## src/rtl/traffic_lamp_monitor_if.sv

```systemverilog
// Signal bundle between the intersection light controller side and traffic_lamp_monitor.
// master drives the lamp vector and fault clear; slave is the monitor itself.
interface traffic_lamp_monitor_if;
    logic [5:0]  lamps;
    logic        clear_fault;
    logic [2:0]  phase;
    logic        phase_valid;
    logic [7:0]  dwell;
    logic        locked;
    logic        fault;
    logic [2:0]  fault_code;
    logic        cycle_done;
    logic [15:0] cycle_count;

    modport master (
        output lamps, clear_fault,
        input  phase, phase_valid, dwell, locked, fault, fault_code, cycle_done, cycle_count
    );

    modport slave (
        input  lamps, clear_fault,
        output phase, phase_valid, dwell, locked, fault, fault_code, cycle_done, cycle_count
    );
endinterface

```

## src/rtl/traffic_lamp_monitor.sv

```systemverilog
// Cycle-accurate checker for the 6-bit intersection lamp vector: phase decode, dwell, sticky fault.
// Optional macro TRAFFIC_LAMP_MON_MIN_DWELL_EN compiles in the minimum-dwell (code 3) check.
module traffic_lamp_monitor #(
    parameter int MIN_GREEN  = 4,
    parameter int MIN_YELLOW = 3,
    parameter int MIN_ALLRED = 3,
    parameter int MAX_DWELL  = 64
) (
    input  logic                  clk,
    input  logic                  rst_n,
    traffic_lamp_monitor_if.slave bus
);

    localparam logic [5:0] PAT_P0 = 6'b100001;
    localparam logic [5:0] PAT_P1 = 6'b010001;
    localparam logic [5:0] PAT_P2 = 6'b001001;
    localparam logic [5:0] PAT_P3 = 6'b001100;
    localparam logic [5:0] PAT_P4 = 6'b001010;

    localparam logic [2:0] PH_A_GREEN  = 3'd0;
    localparam logic [2:0] PH_A_YELLOW = 3'd1;
    localparam logic [2:0] PH_ALL_RED  = 3'd2;
    localparam logic [2:0] PH_B_GREEN  = 3'd3;
    localparam logic [2:0] PH_B_YELLOW = 3'd4;
    localparam logic [2:0] PH_NONE     = 3'd7;

    localparam logic [1:0] ST_SYNC   = 2'd0;
    localparam logic [1:0] ST_LOCKED = 2'd1;
    localparam logic [1:0] ST_FAULT  = 2'd2;

    localparam logic [2:0] CODE_NONE       = 3'd0;
    localparam logic [2:0] CODE_PATTERN    = 3'd1;
    localparam logic [2:0] CODE_TRANSITION = 3'd2;
    localparam logic [2:0] CODE_SHORT      = 3'd3;
    localparam logic [2:0] CODE_TIMEOUT    = 3'd4;

    localparam logic [7:0] MAX_LIM = 8'(MAX_DWELL);

    logic [5:0]  lamps_q;
    logic [1:0]  state;
    logic        served_a;
    logic [7:0]  dwell_q;
    logic [2:0]  fault_code_q;
    logic        cycle_done_q;
    logic [15:0] cycle_count_q;

    logic [2:0] in_phase;
    logic [2:0] held_phase;
    logic       in_legal;
    logic       change;
    logic       step_ok;
    logic       too_short;
    logic [2:0] viol_code;

    function automatic logic [2:0] decode(input logic [5:0] v);
        case (v)
            PAT_P0:  decode = PH_A_GREEN;
            PAT_P1:  decode = PH_A_YELLOW;
            PAT_P2:  decode = PH_ALL_RED;
            PAT_P3:  decode = PH_B_GREEN;
            PAT_P4:  decode = PH_B_YELLOW;
            default: decode = PH_NONE;
        endcase
    endfunction

    assign in_phase   = decode(bus.lamps);
    assign held_phase = decode(lamps_q);
    assign in_legal   = (in_phase != PH_NONE);
    assign change     = (bus.lamps != lamps_q);

    // The all-red exit direction depends on which road was served last.
    always_comb begin
        // NOTE: default first so every path assigns and no latch is inferred.
        step_ok = 1'b0;
        case (held_phase)
            PH_A_GREEN:  step_ok = (in_phase == PH_A_YELLOW);
            PH_A_YELLOW: step_ok = (in_phase == PH_ALL_RED);
            PH_ALL_RED:  step_ok = served_a ? (in_phase == PH_B_GREEN) : (in_phase == PH_A_GREEN);
            PH_B_GREEN:  step_ok = (in_phase == PH_B_YELLOW);
            PH_B_YELLOW: step_ok = (in_phase == PH_ALL_RED);
            default:     step_ok = 1'b0;
        endcase
    end

`ifdef TRAFFIC_LAMP_MON_MIN_DWELL_EN
    logic [7:0] min_lim;

    always_comb begin
        case (held_phase)
            PH_A_GREEN, PH_B_GREEN:   min_lim = 8'(MIN_GREEN);
            PH_A_YELLOW, PH_B_YELLOW: min_lim = 8'(MIN_YELLOW);
            default:                  min_lim = 8'(MIN_ALLRED);
        endcase
    end

    assign too_short = change && (dwell_q < min_lim);
`else
    assign too_short = 1'b0;
`endif

    // Priority order: pattern > transition > short dwell > timeout.
    always_comb begin
        viol_code = CODE_NONE;
        if (!in_legal)
            viol_code = CODE_PATTERN;
        else if (change && !step_ok)
            viol_code = CODE_TRANSITION;
        else if (too_short)
            viol_code = CODE_SHORT;
        else if (!change && (dwell_q == MAX_LIM))
            viol_code = CODE_TIMEOUT;
    end

    always_ff @(posedge clk) begin
        // NOTE: non-blocking assignments for all state so every register sees pre-edge values.
        if (!rst_n) begin
            lamps_q       <= 6'b000000;
            state         <= ST_SYNC;
            served_a      <= 1'b0;
            dwell_q       <= 8'd0;
            fault_code_q  <= CODE_NONE;
            cycle_done_q  <= 1'b0;
            cycle_count_q <= 16'd0;
        end else begin
            lamps_q      <= bus.lamps;
            cycle_done_q <= 1'b0;

            if (change)
                dwell_q <= 8'd1;
            else if (dwell_q != 8'hFF)
                dwell_q <= dwell_q + 8'd1;

            if (change && (held_phase == PH_A_YELLOW) && (in_phase == PH_ALL_RED))
                served_a <= 1'b1;
            if (change && (held_phase == PH_B_YELLOW) && (in_phase == PH_ALL_RED))
                served_a <= 1'b0;

            if (bus.clear_fault) begin
                state        <= ST_SYNC;
                fault_code_q <= CODE_NONE;
            end else begin
                case (state)
                    ST_SYNC: begin
                        if (!in_legal) begin
                            state        <= ST_FAULT;
                            fault_code_q <= CODE_PATTERN;
                        end else if ((bus.lamps == PAT_P0) && (lamps_q != PAT_P0)) begin
                            state    <= ST_LOCKED;
                            served_a <= 1'b0;
                        end
                    end
                    ST_LOCKED: begin
                        if (viol_code != CODE_NONE) begin
                            state        <= ST_FAULT;
                            fault_code_q <= viol_code;
                        end else if (change && (held_phase == PH_ALL_RED) && (in_phase == PH_A_GREEN)) begin
                            cycle_done_q  <= 1'b1;
                            cycle_count_q <= cycle_count_q + 16'd1;
                        end
                    end
                    ST_FAULT: ;
                    default:  state <= ST_SYNC;
                endcase
            end
        end
    end

    assign bus.phase       = held_phase;
    assign bus.phase_valid = (held_phase != PH_NONE);
    assign bus.dwell       = dwell_q;
    assign bus.locked      = (state == ST_LOCKED);
    assign bus.fault       = (state == ST_FAULT);
    assign bus.fault_code  = fault_code_q;
    assign bus.cycle_done  = cycle_done_q;
    assign bus.cycle_count = cycle_count_q;

endmodule

```

## src/flat_wrapper.sv

```systemverilog
// flat-port wrapper written by rule: the top's interface ports become plain ports
module traffic_lamp_monitor_flat 
#(
    parameter int MIN_GREEN  = 4,
    parameter int MIN_YELLOW = 3,
    parameter int MIN_ALLRED = 3,
    parameter int MAX_DWELL  = 64
)
  (clk, rst_n, bus_lamps, bus_clear_fault, bus_phase, bus_phase_valid, bus_dwell, bus_locked, bus_fault, bus_fault_code, bus_cycle_done, bus_cycle_count);
  traffic_lamp_monitor_if bus_i ();
  input  logic clk;
  input  logic rst_n;
  input wire logic [$bits(bus_i.lamps)-1:0] bus_lamps;
  input wire logic [$bits(bus_i.clear_fault)-1:0] bus_clear_fault;
  output wire logic [$bits(bus_i.phase)-1:0] bus_phase;
  output wire logic [$bits(bus_i.phase_valid)-1:0] bus_phase_valid;
  output wire logic [$bits(bus_i.dwell)-1:0] bus_dwell;
  output wire logic [$bits(bus_i.locked)-1:0] bus_locked;
  output wire logic [$bits(bus_i.fault)-1:0] bus_fault;
  output wire logic [$bits(bus_i.fault_code)-1:0] bus_fault_code;
  output wire logic [$bits(bus_i.cycle_done)-1:0] bus_cycle_done;
  output wire logic [$bits(bus_i.cycle_count)-1:0] bus_cycle_count;
  assign bus_i.lamps = bus_lamps;
  assign bus_i.clear_fault = bus_clear_fault;
  assign bus_phase = bus_i.phase;
  assign bus_phase_valid = bus_i.phase_valid;
  assign bus_dwell = bus_i.dwell;
  assign bus_locked = bus_i.locked;
  assign bus_fault = bus_i.fault;
  assign bus_fault_code = bus_i.fault_code;
  assign bus_cycle_done = bus_i.cycle_done;
  assign bus_cycle_count = bus_i.cycle_count;
  traffic_lamp_monitor #(.MIN_GREEN(MIN_GREEN), .MIN_YELLOW(MIN_YELLOW), .MIN_ALLRED(MIN_ALLRED), .MAX_DWELL(MAX_DWELL)) u_core (.clk(clk), .rst_n(rst_n), .bus(bus_i));
endmodule
```

## config.mk

```make
export PLATFORM = sky130hd
export DESIGN_NAME = traffic_lamp_monitor_flat
export DESIGN_NICKNAME = d
export VERILOG_FILES = /design/src/rtl/traffic_lamp_monitor_if.sv /design/src/rtl/traffic_lamp_monitor.sv /design/src/flat_wrapper.sv
export SDC_FILE = /design/constraint.sdc
export NUM_CORES = 1
export LEC_CHECK = 0
export CAP_MARGIN = 25
export CELL_PAD_IN_SITES_DETAIL_PLACEMENT = 1
export CELL_PAD_IN_SITES_GLOBAL_PLACEMENT = 1
export CORE_MARGIN = 2
export CORE_UTILIZATION = 43
export DETAILED_ROUTE_END_ITERATION = 10
export PLACE_DENSITY_LB_ADDON = 0.3
export SYNTH_ARGS = -nofsm -noshare
export SYNTH_HDL_FRONTEND = slang
export SYNTH_SLANG_ARGS = --single-unit
```

## constraint.sdc

```tcl
create_clock -name clk -period 3.7 [get_ports clk]
set_input_delay 0.74 -clock clk [delete_from_list [all_inputs] [get_ports clk]]
set_output_delay 0.74 -clock clk [all_outputs]
set_load 0.03 [all_outputs]
```

==> results of run 1 <==
==> power by group <==
part / switching, mW / internal [mW] / total (mW) / leakage [nW]
clock network: 0.144 / 0.148 / 0.292 / 0.0443
registers: 0.0137 / 0.404 / 0.418 / 0.300
logic: 0.0608 / 0.0437 / 0.104 / 0.663
==> stage by stage <==
| step | util | cell area [sq um] | total power, mW | std cells | setup slack [ns] |
|---|---|---|---|---|---|
| floorplan | - | 2545 | 0.4991 | 293 | 1.172 |
| global placement | 0.5123 | 2979 | 0.5278 | 394 | 0.4125 |
| detailed placement | 0.5123 | 2979 | 0.5306 | 394 | 0.2125 |
| finish | 0.5271 | 3065 | 0.8143 | 401 | 0.4759 |
| CTS | 0.5271 | 3065 | 0.8189 | 401 | 0.4689 |
| global route | 0.5271 | 3065 | 0.8554 | 401 | 0.3221 |
==> layout by cell type, fill, tap and decap left out, types with 2 or more instances in the layout <==
master / count
a2111oi_2: 4
a21o_1: 2
and2_1: 12
clkdlybuf4s50_1: 42
dfxtp_1: 37
a21oi_1: 9
mux2i_1: 17
clkbuf_8: 6
nor2b_1: 4
a211oi_2: 9
nor4bb_1: 3
nand2_1: 37
and4_1: 4
nor2_1: 14
ha_1: 3
nor3b_1: 4
nand2b_1: 20
buf_4: 5
nand4_1: 6
nand3_1: 19
inv_1: 7
a211oi_1: 3
nand3b_1: 2
o21ai_0: 5
a31oi_1: 3
and3_1: 6
xor2_1: 11
xnor2_1: 2
==> state kept, by name, summed over array words and instances (netlist names) <==
signal and count:
u_core.bus.dwell 8, u_core.bus.fault_code 3, u_core.bus.cycle_done 1, u_core.bus.cycle_count 16, u_core.state 2, u_core.served_a 1
u_core.lamps_q 6
==> path summary, 6_finish.rpt <==
check	slack (ns)	endpoint	cells after the start
setup / recovery	0.48	u_core.bus.cycle_count[3]$_SDFFE_PN0P_	7
hold / removal	0.48	u_core.bus.cycle_count[15]$_SDFFE_PN0P_	2
setup reg to reg	1.07	u_core.bus.cycle_count[3]$_SDFFE_PN0P_	6
hold reg to reg	0.48	u_core.bus.cycle_count[15]$_SDFFE_PN0P_	2
==> logic make-up after synthesis <==
family,share of synthesized area
DFF,0.2911
muxes,0.06686
AOI/OAI and AO/OA,0.2094
xor gates and xnor gates,0.04474
adders and majority gates,0.01475
and+or+nand+nor,0.3166
buffers and inverters,0.05654
==> critical path, cell delays in order <==
cell	delay, ns
clkdlybuf4s50_1	0.65
nor4b_2	0.40
nand3b_1	0.22
a21boi_2	0.24
nand3_2	0.38
a211oi_1	0.56
mux2i_1	0.24
==> layer usage <==
layer / global-route usage / vias up / wire [um]
li1: - / 1110 / -
met1: 0.2843 / 1093 / 3056
met2: 0.3727 / 39 / 3381
met3: 0.04333 / 10 / 212
met4: 0.08136 / 0 / 148
met5: 0 / - / 0
==> cell type report <==
cell class	count	area share
multi-input combinational	228	0.5416
sequential	37	0.2416
timing repair buffer	47	0.1494
tap	75	0.03061
clock buffer	7	0.02816
inverter	7	0.008571
==> metrics.txt, run 1 <==
filler cell count 713; number of hold violations in the final report 0; CP Data Required Time 3.92 ns; first-pass detailed-route iteration total 4; commonest cells in the netlist dfxtp_1, nand2_1, nand2b_1; run status completed; Max-Slew Margin vs Limit 0.4691; overflow left after global routing 0; effective utilization at floorplan 0.4376; number of buffers created by CTS 5; hold slack final 0.4841 ns; DRC violations left 0; number of sinks handled by clock tree synthesis 37; total negative slack 0 ns; Total Wirelength 6799 um; I/O pin cnt 43; nets@finish 338; setup violators final 0; Setup Crit Path Kind input pin to flop; syn_nets 305; endpoint class of the critical path flop; count of yosys warnings during synthesis 0; start of the worst register-to-register path u_core.lamps_q[5]$_SDFF_PN0_; Std-Cell Core Area 5816 sq um; area of combinational cells with multiple inputs 1660 sq um; via count 2,252; RePlAce Congestion 0.7868; Mean Syn Cell Area 8.686 sq um; class of the tightest hold or removal check flop to flop; vias per std cell 5.616; area delta synth->final 20.45%; number of buffers inserted by hold repair at cts 0; Wirelength per Cell 16.96 um; clock buffer depth 2; number of nets with antenna violations after detailed routing 0; final HPWL from detailed placement 4927 um; Post-Syn Area 2545 sq um; RSZ-0062 raised after global routing no; post-layout min period 3.224 ns; max-cap violation count 0; library cell occupying the most area in the post-synthesis netlist dfxtp_1; largest clock skew in the final design 0.006349 ns; row cnt 28; Cells after Synth 293; y dimension of the die 80.93 um; fraction of layout instances using a drive strength above 1 0.1196; register area 740.7 sq um; clock transition at the registers of the reported paths 0.07 ns; transition at the pin with the smallest max-transition slack 0.7964 ns; count of cells resized by post-cts repair 0; drt first-iter violations 61; clock network latency to the later pin of the worst-skew pair 0.29 ns; root buffer cell clkbuf_8; number of global-route vias before repair 2,310; number of different library cells in the post-synthesis netlist 59; Post-CTS Setup Inserts 0; wire length of the first global-routing pass 11,370 um; static leakage power 1.008 nW; GRT Total Usage 0.2228; first element of the critical path bus_lamps[0]; count of pins over their slew limit 0; TritonCTS clock tree done; final cycle utilization of the critical path 0.8714; post-synthesis async set-or-reset flop share 0; count of flip-flops with a built-in enable after synthesis 0; kind of launch point of the worst setup path input pin; Hold Path Origin u_core.bus.cycle_count[15]$_SDFFE_PN0P_; maximum frequency from static timing analysis 310.2 MHz; chip width 80.93 um; arrival time worst endpoint 3.44 ns; leading cell types by total area after synthesis dfxtp_1, mux2i_1, nand2_1; Antenna Cells 0; number of register bits inferred by synthesis 37; Max Fanout on Critical Path 15; share of the synthesized area in the top cell type 0.2911; number of I/O port buffers 42; Total Die Area 6550 sq um; largest vdd supply drop 178.8 uV; CTS H-tree depth 2; pin count of the biggest net entering global routing 46; leading register cell type out of synthesis dfxtp_1; Pwr Density 265.6 nW/um^2; sequential-to-total area share from yosys stat 0.2911; number of antenna violations at the first check in global routing 0
(Power assumes the default switching activity.)
==> run 2, diff against run 1 <==
- ABC_CLOCK_PERIOD_IN_PS: default -> 3700
==> results of run 2 <==
The final DEF is identical to that of run 1; final timing and power are the same.
==> run 3, diff against run 2 <==
- CORE_UTILIZATION: 43 -> 25
- CTS_CLUSTER_DIAMETER: default -> 150
- RECOVER_POWER: default -> 50
==> run 3 against run 2 <==
Against the previous run:
- the run now ends with max-capacitance violations, max-slew violations left
- sequential power hardly changed
- wire length is 2.3% lower
- total power is 9.4% higher
- critical path depth is 1 higher
- combinational power hardly changed
- die area is 68% higher
- critical path type unchanged
- non-clock buffer count is 1 lower
- global-route usage is 9.8 points lower
- fmax is 1.1% higher
- final area is 3.0% higher
- clock skew is 0.0029 ns lower
==> metrics.txt, run 3 (synthesis gave the netlist of run 1 again) <==
run status finished with violations; violated checks max-capacitance violations, max-slew violations; number of buffers inserted by hold repair at cts 0 (unchanged); overflow left after global routing 0 (unchanged); Antenna Cells 0 (unchanged); wire length of the first global-routing pass 11,220 um (-1.3%); static leakage power 1.109 nW (+10%); RePlAce Congestion 0.7818 (-0.64%); area of combinational cells with multiple inputs 1660 sq um (unchanged); class of the tightest hold or removal check flop to flop; chip width 104.9 um (+30%); endpoint class of the critical path flop; DRC violations left 0 (unchanged); Final WS setup 0.5113 ns (+0.03540 ns); clock network latency to the later pin of the worst-skew pair 0.29 ns (about the same); count of pins over their slew limit 46 (+46); Max Fanout on Critical Path 14 (-1); RSZ-0062 raised after global routing no; row cnt 36 (+29%); CP Data Required Time 3.92 ns (about the same); utilization after layout 0.3215 (-0.2056); count of cells resized by post-cts repair 0 (unchanged); first-pass detailed-route iteration total 4 (unchanged); setup violators final 0 (unchanged); max-cap violation count 1 (+1); final std cell area, no fill 3157 sq um (+3.0%); number of global-route vias before repair 2,276 (-1.5%); arrival time worst endpoint 3.40 ns (-0.04 ns); Total Wirelength 6640 um (-2.3%); largest clock skew in the final design 0.003488 ns (-0.002861 ns); number of sinks handled by clock tree synthesis 37 (unchanged); root buffer cell clkbuf_8; Std-Cell Core Area 9819 sq um (+69%); filler cell count 1,184 (+66%); number of hold violations in the final report 0 (unchanged); Max-Slew Margin vs Limit -0.1918 (-0.6609); largest vdd supply drop 126.9 uV (-29%); total negative slack 0 ns (unchanged); GRT Total Usage 0.1243 (-0.09842); number of I/O port buffers 42 (unchanged); register area 740.7 sq um (unchanged); number of buffers created by CTS 5 (unchanged); leading cell types in the layout, fill and taps excluded nand2_1, dfxtp_1, dlygate4sd3_1, nand2b_1, nand3_1; clock buffer depth 2 (unchanged); Wirelength per Cell 14.47 um (-15%); number of nets with antenna violations after detailed routing 0 (unchanged); post-layout min period 3.189 ns (-0.03540 ns); nets@finish 337 (-0.30%); kind of launch point of the worst setup path input pin; I/O pin cnt 43 (unchanged); TritonCTS clock tree done; vias per std cell 4.832 (-14%); placement-stage cell area 3044 sq um (+2.2%); pin count of the biggest net entering global routing 46 (unchanged); clock transition at the registers of the reported paths 0.08 ns (about the same); Pwr Density 282.3 nW/um^2 (+6.3%); max FFs per register 16 (unchanged); number of antenna violations at the first check in global routing 0 (unchanged); Post-CTS Setup Inserts 0 (unchanged); fraction of layout instances using a drive strength above 1 0.1166 (-0.003067); CTS H-tree depth 2 (unchanged); transition at the pin with the smallest max-transition slack 1.788 ns (+0.9914 ns); Total Die Area 11,000 sq um (+68%); effective utilization at floorplan 0.2592 (-0.1784); Setup Crit Path Kind input pin to flop; via count 2,218 (-1.5%); final HPWL from detailed placement 4946 um (+0.39%); maximum frequency from static timing analysis 313.6 MHz (+1.1%); final cycle utilization of the critical path 0.8618 (-0.009567); drt first-iter violations 51 (-16%); pre-CTS setup slack 0.1688 ns (-0.04379 ns); y dimension of the die 104.9 um (+30%); area delta synth->final 24.04%
## run 3: changes by cell type in the layout (fill, tap and decap cells not counted)
cell	delta
clkdlybuf4s50_1	-29
dlygate4sd3_1	+29
and2_0	+2
and2_1	-2
buf_4	-2
bufinv_16	+1
clkbuf_1	+1
## run 3: layer usage
layer,track usage,part of all wire
met2,0.2217,0.51
met3,0.02183,0.017
met4,0.02857,0.0074
met1,0.1552,0.46
met5,0,0
## run 3: cell type report
type	instances	share of cell area
tap	133	0.05272
inverter	7	0.008323
timing repair buffer	46	0.1415
multi-input combinational	228	0.5260
clock inverter	1	0.009512
clock buffer	7	0.02735
sequential	37	0.2346
## run 3: per-stage QoR
step	hold slack [ns]	instances	power, mW
detailed placement	0.4737	451	0.5303
CTS	0.4875	459	0.9100
global route	0.5056	459	0.9380
finish	0.4739	459	0.8910
floorplan	0.4733	293	0.4991
global placement	0.4542	451	0.5290
## run 3: critical path, stage by stage
cell and delay, ns:
clkdlybuf4s50_1 0.60, nor4b_2 0.49, nand3b_1 0.23, a21boi_2 0.24, nand3_2 0.36, buf_4 0.30
a211oi_2 0.22, mux2i_1 0.20
## run 3: final timing paths
kind	from	slack, ns	to	depth (start not counted)
hold / removal	u_core.bus.cycle_count[15]$_SDFFE_PN0P_	0.47	u_core.bus.cycle_count[15]$_SDFFE_PN0P_	2
hold reg to reg	u_core.bus.cycle_count[15]$_SDFFE_PN0P_	0.47	u_core.bus.cycle_count[15]$_SDFFE_PN0P_	2
setup reg to reg	u_core.lamps_q[5]$_SDFF_PN0_	1.16	u_core.bus.cycle_done$_SDFF_PP0_	6
setup / recovery	bus_lamps[2]	0.51	u_core.bus.cycle_count[10]$_SDFFE_PN0P_	8
## run 3: power breakdown
group	internal, mW	leakage (nW)	switching, mW
combinational	0.0426	0.750	0.0595
sequential	0.404	0.300	0.0131
clock	0.220	0.0585	0.152
total	0.666	1.11	0.225
==> RTL edit 1: new RTL, config.mk and constraints of run 2 <==
`MAX_DWELL` is set to 64 in 2 places; all go to 32.
--- a/src/rtl/traffic_lamp_monitor.sv
+++ b/src/rtl/traffic_lamp_monitor.sv
@@ -6,3 +6,3 @@
     parameter int MIN_ALLRED = 3,
-    parameter int MAX_DWELL  = 64
+    parameter int MAX_DWELL  = 32
 ) (
--- a/src/flat_wrapper.sv
+++ b/src/flat_wrapper.sv
@@ -6,3 +6,3 @@
     parameter int MIN_ALLRED = 3,
-    parameter int MAX_DWELL  = 64
+    parameter int MAX_DWELL  = 32
 )
Formal check against the unedited RTL: no difference found for any inputs over 10 cycles, from zero or initial values and one cycle with rst_n low; that may be too few to reach the edited logic, so the function may still have changed.
==> RTL edit 1 against run 2 <==
Synthesized cell count shrank 0.68%. Power shrank 1.4%. Sequential share of layout area grew 0.65 points. Via count grew 1.5%. Synthesized area shrank 3.4%. Design area shrank 2.6%. Count of clock-buffer cells in the layout grew 1. Critical path depth is the same. First-iteration DRC count grew to 2.7 times the old value. Wire length shrank 2.3%. Sequential cell count is the same. Worst setup slack lost 0.033 ns.
==> RTL edit 1: results (changes against run 2) <==
.. list-table::
   :header-rows: 1

   * - Metric
     - Value
   * - Routing usage on met2
     - 38.24% (was 37.27%)
   * - Seq/Total Area, Yosys
     - 30.13% (was 29.11%)
   * - Count of clock buffers in the final design
     - 8 (was 7)
   * - Final routed wire length divided by cell count
     - 16.69 µm (was 16.96 µm)
   * - Clk tree area frac
     - 2.682% (was 2.816%)
   * - Max FO, Critical Path
     - 19 (was 15)
   * - Routed metal-1 wire length
     - 3168 µm (was 3056 µm)
   * - Number of sequential cells in the layout
     - 37 (unchanged)
   * - IR Drop Worst-Case VDD
     - 0.0001776 V (was 0.0001788 V)
   * - Nets
     - 337 (was 338)
   * - Met2 routed wirelength
     - 3179 µm (was 3381 µm)
   * - Top post-synthesis cells by count
     - dfxtp_1, nand2_1, nand3_1 (was dfxtp_1, nand2_1, nand2b_1)
   * - Min Clock Period, post-route
     - 3.257 ns (was 3.224 ns)
   * - Hold wc startpoint
     - u_core.bus.cycle_count[10] (was u_core.bus.cycle_count[15])
   * - Filler Cells Inserted
     - 661 (was 713)
   * - GRT met1 Usage
     - 29.17% (was 28.43%)
   * - Total nets after synthesis
     - 303 (was 305)
   * - Vias in the first global route
     - 2324 (was 2310)
   * - Ranking of synthesized cells by area
     - dfxtp_1, mux2i_1, nand2_1 (unchanged)
   * - Status
     - finished, final reports clean (unchanged)
   * - Reg2Reg Setup Slack
     - 1.01 ns (was 1.07 ns)
   * - Grt met3 use
     - 3.281% (was 4.333%)
   * - Violation count after the first detailed-route iteration
     - 166 (was 61)
   * - Fraction of layout cells with a size suffix above 1
     - 6.748% (was 11.96%)
   * - Largest net degree at the start of global routing
     - 34 (was 46)
   * - FF-to-FF Start
     - u_core.lamps_q[0] (was u_core.lamps_q[5])
   * - WHS Endpoint
     - u_core.bus.cycle_count[10] (was u_core.bus.cycle_count[15])
   * - Routed met3 length
     - 216 µm (was 212 µm)
   * - Vias per cell
     - 5.744 (was 5.616)
   * - Slew headroom
     - 42.24% (was 46.91%)
   * - Average instance area after synthesis
     - 8.449 µm² (was 8.686 µm²)
   * - Static leakage
     - 0.0009772 µW (was 0.001008 µW)
   * - Final Wtd Congestion
     - 0.8785 (was 0.7868)
   * - Die outline area
     - 6339 µm² (was 6550 µm²)
   * - Final core utilization
     - 54.22% (was 52.71%)
[RTL edit 1: cell count changes after synthesis, sizes merged, moves of 2 or more]
cell / change
nand2b: -2
nand4: +2
nor2: -2
nor3b: +2
nor4b: +2
[RTL edit 1: critical path, delay by kind of cell]
kind	cells	cell delay, ns
buffers and inverters	1	0.69
AOI/OAI and AO/OA	3	1.26
muxes	1	0.26
and+or+nand+nor	2	0.51
[RTL edit 1: cells by family after synthesis]
logic type	Yosys count	synth area share [%]
adder cells (fa/ha/maj)	3	1.527
buffers and inverters	27	5.191
AO/OA/AOI/OAI	53	19.14
flip-flops	37	30.13
XOR/XNOR	13	4.631
AND/OR/NAND/NOR	142	32.88
multiplexers	16	6.514
[RTL edit 1: report_power, final]
group          switching (µW)  leakage (µW)  internal [µW]  total [µW]
Sequential               13.2      0.000300            404         417
Combinational            60.8      0.000637           42.4         103
Clock                     149     0.0000395            134         283
==> RTL edit 2: new RTL, settings of run 2 <==
Made on the original files. Reset style: asynchronous (`rst_n`), changed in one clocked block.
--- a/src/rtl/traffic_lamp_monitor.sv
+++ b/src/rtl/traffic_lamp_monitor.sv
@@ -113,3 +113,3 @@
 
-    always_ff @(posedge clk) begin
+    always_ff @(posedge clk or negedge rst_n) begin
         // NOTE: non-blocking assignments for all state so every register sees pre-edge values.
Behaviour: differs if rst_n is asserted again (counterexample within 4 cycles, from zero or initial values and one cycle with rst_n low); with rst_n held inactive, the same outputs for 10 cycles.
==> RTL edit 2 against run 2 <==
Design area is 0.41% higher. Count of clock-buffer cells in the layout stayed put. Sequential power is 2% higher. Sequential cell count stayed put. Synthesized area is 4.1% lower. Wire length is 3.3% lower. Cell count is 9.2% lower. Die area is 3.9% lower. Clock skew is 0.0019 ns higher. Core utilization is 3.2 points higher. Power is 5.5% higher. Worst setup slack worse by 0.026 ns. Largest cell class unchanged. Largest power group unchanged.
==> RTL edit 2: results (changes against run 2) <==
.. list-table::
   :header-rows: 1

   * - Metric
     - Value
   * - Wirelength, routed
     - 6574 µm (was 6799 µm)
   * - Area share of fa/ha/maj cells after synthesis
     - 1.538% (was 1.475%)
   * - GR Util All Layers
     - 22.95% (was 22.28%)
   * - Distinct cells, synth
     - 60 (was 59)
   * - Worst reg-to-reg path cell count
     - 7 (was 6)
   * - GRT met1 Usage
     - 30.69% (was 28.43%)
   * - Seq/Total Area, Yosys
     - 37.95% (was 29.11%)
   * - Reg2Reg Setup Slack
     - 1.05 ns (was 1.07 ns)
   * - Ranking of synthesized cells by area
     - dfrtp_1, xor2_1, a2111oi_2 (was dfxtp_1, mux2i_1, nand2_1)
   * - Vias per cell
     - 5.731 (was 5.616)
   * - Max FO, Critical Path
     - 11 (was 15)
   * - Fraction of layout cells with a size suffix above 1
     - 17.12% (was 11.96%)
   * - Top post-synthesis cells by count
     - dfrtp_1, xor2_1, nor2_1 (was dfxtp_1, nand2_1, nand2b_1)
   * - Status
     - finished, final reports clean (unchanged)
   * - Largest net degree at the start of global routing
     - 38 (was 46)
   * - Vias in the first global route
     - 2196 (was 2310)
   * - Switching power
     - 228.1 µW (was 218.7 µW)
   * - Nets
     - 303 (was 338)
   * - Synth Area in Compound Gates
     - 20.10% (was 20.94%)
   * - FFs w/ async S/R, synth
     - 100.0% (was 0%)
   * - Area used by multi-input combinational logic
     - 1403 µm² (was 1660 µm²)
   * - Total cell area at the placement stage
     - 2973 µm² (was 2979 µm²)
   * - Filler Cells Inserted
     - 640 (was 713)
   * - IR Drop Worst-Case VDD
     - 0.0001447 V (was 0.0001788 V)
   * - Slew at the pin closest to its max-slew limit
     - 0.8268 ns (was 0.7964 ns)
   * - Final Wtd Congestion
     - 0.8864 (was 0.7868)
   * - Share of cell area taken by muxes after synthesis
     - 0.4615% (was 6.686%)
   * - Detail Placement HPWL
     - 4861 µm (was 4927 µm)
   * - Critical R2R Capture
     - u_core.bus.cycle_count[10] (was u_core.bus.cycle_count[3])
   * - Worst setup path end
     - bus_phase[2] (was u_core.bus.cycle_count[3])
-- RTL edit 2: power by group through the flow --
stage / sequential [µW] / combinational, µW / clock [µW]
floorplan: 427 / 68.0 / 0
global placement: 432 / 106 / 0
detailed placement: 433 / 108 / 0
CTS: 425 / 109 / 336
global route: 427 / 119 / 351
finish: 426 / 108 / 325
-- RTL edit 2: metal layers --
layer  share of wire (%)  vias up  wire length (µm)
met1                  46     1051              3050
met2                  49       36              3212
met5                   0        -                 0
met4                 1.8        0               118
met3                 2.9       11               193
li1                    -      988                 -
-- RTL edit 2: final cells by class --
cell class | count | area share (%)
Sequential cell | 37 | 30.08
Timing Repair Buffer | 56 | 16.91
Clock inverter | 1 | 0.2846
Multi-Input combinational cell | 182 | 45.57
Inverter | 9 | 1.098
Clock buffer | 7 | 3.130
Tap cell | 72 | 2.927
-- RTL edit 2: stage by stage --
stage | hold slack [ns] | cells | setup WS [ns]
2_1_floorplan | 0.4444 | 243 | 0.7751
3_3_place_gp | 0.4587 | 356 | 0.3013
3_5_place_dp | 0.4720 | 356 | 0.2537
4_1_cts | 0.4870 | 364 | 0.4216
5_1_grt | 0.5000 | 364 | 0.2928
6_report | 0.4783 | 364 | 0.4501
-- RTL edit 2: kinds of logic (layout without fill, tap and decap cells) --
logic type | after synthesis | count (layout)
AOI/OAI and AO/OA | 51 | 51
xor gates and xnor gates | 29 | 29
adders and majority gates | 3 | 3
buffers and inverters | 24 | 73
DFF | 37 | 37
muxes | 1 | 1
and+or+nand+nor | 98 | 98
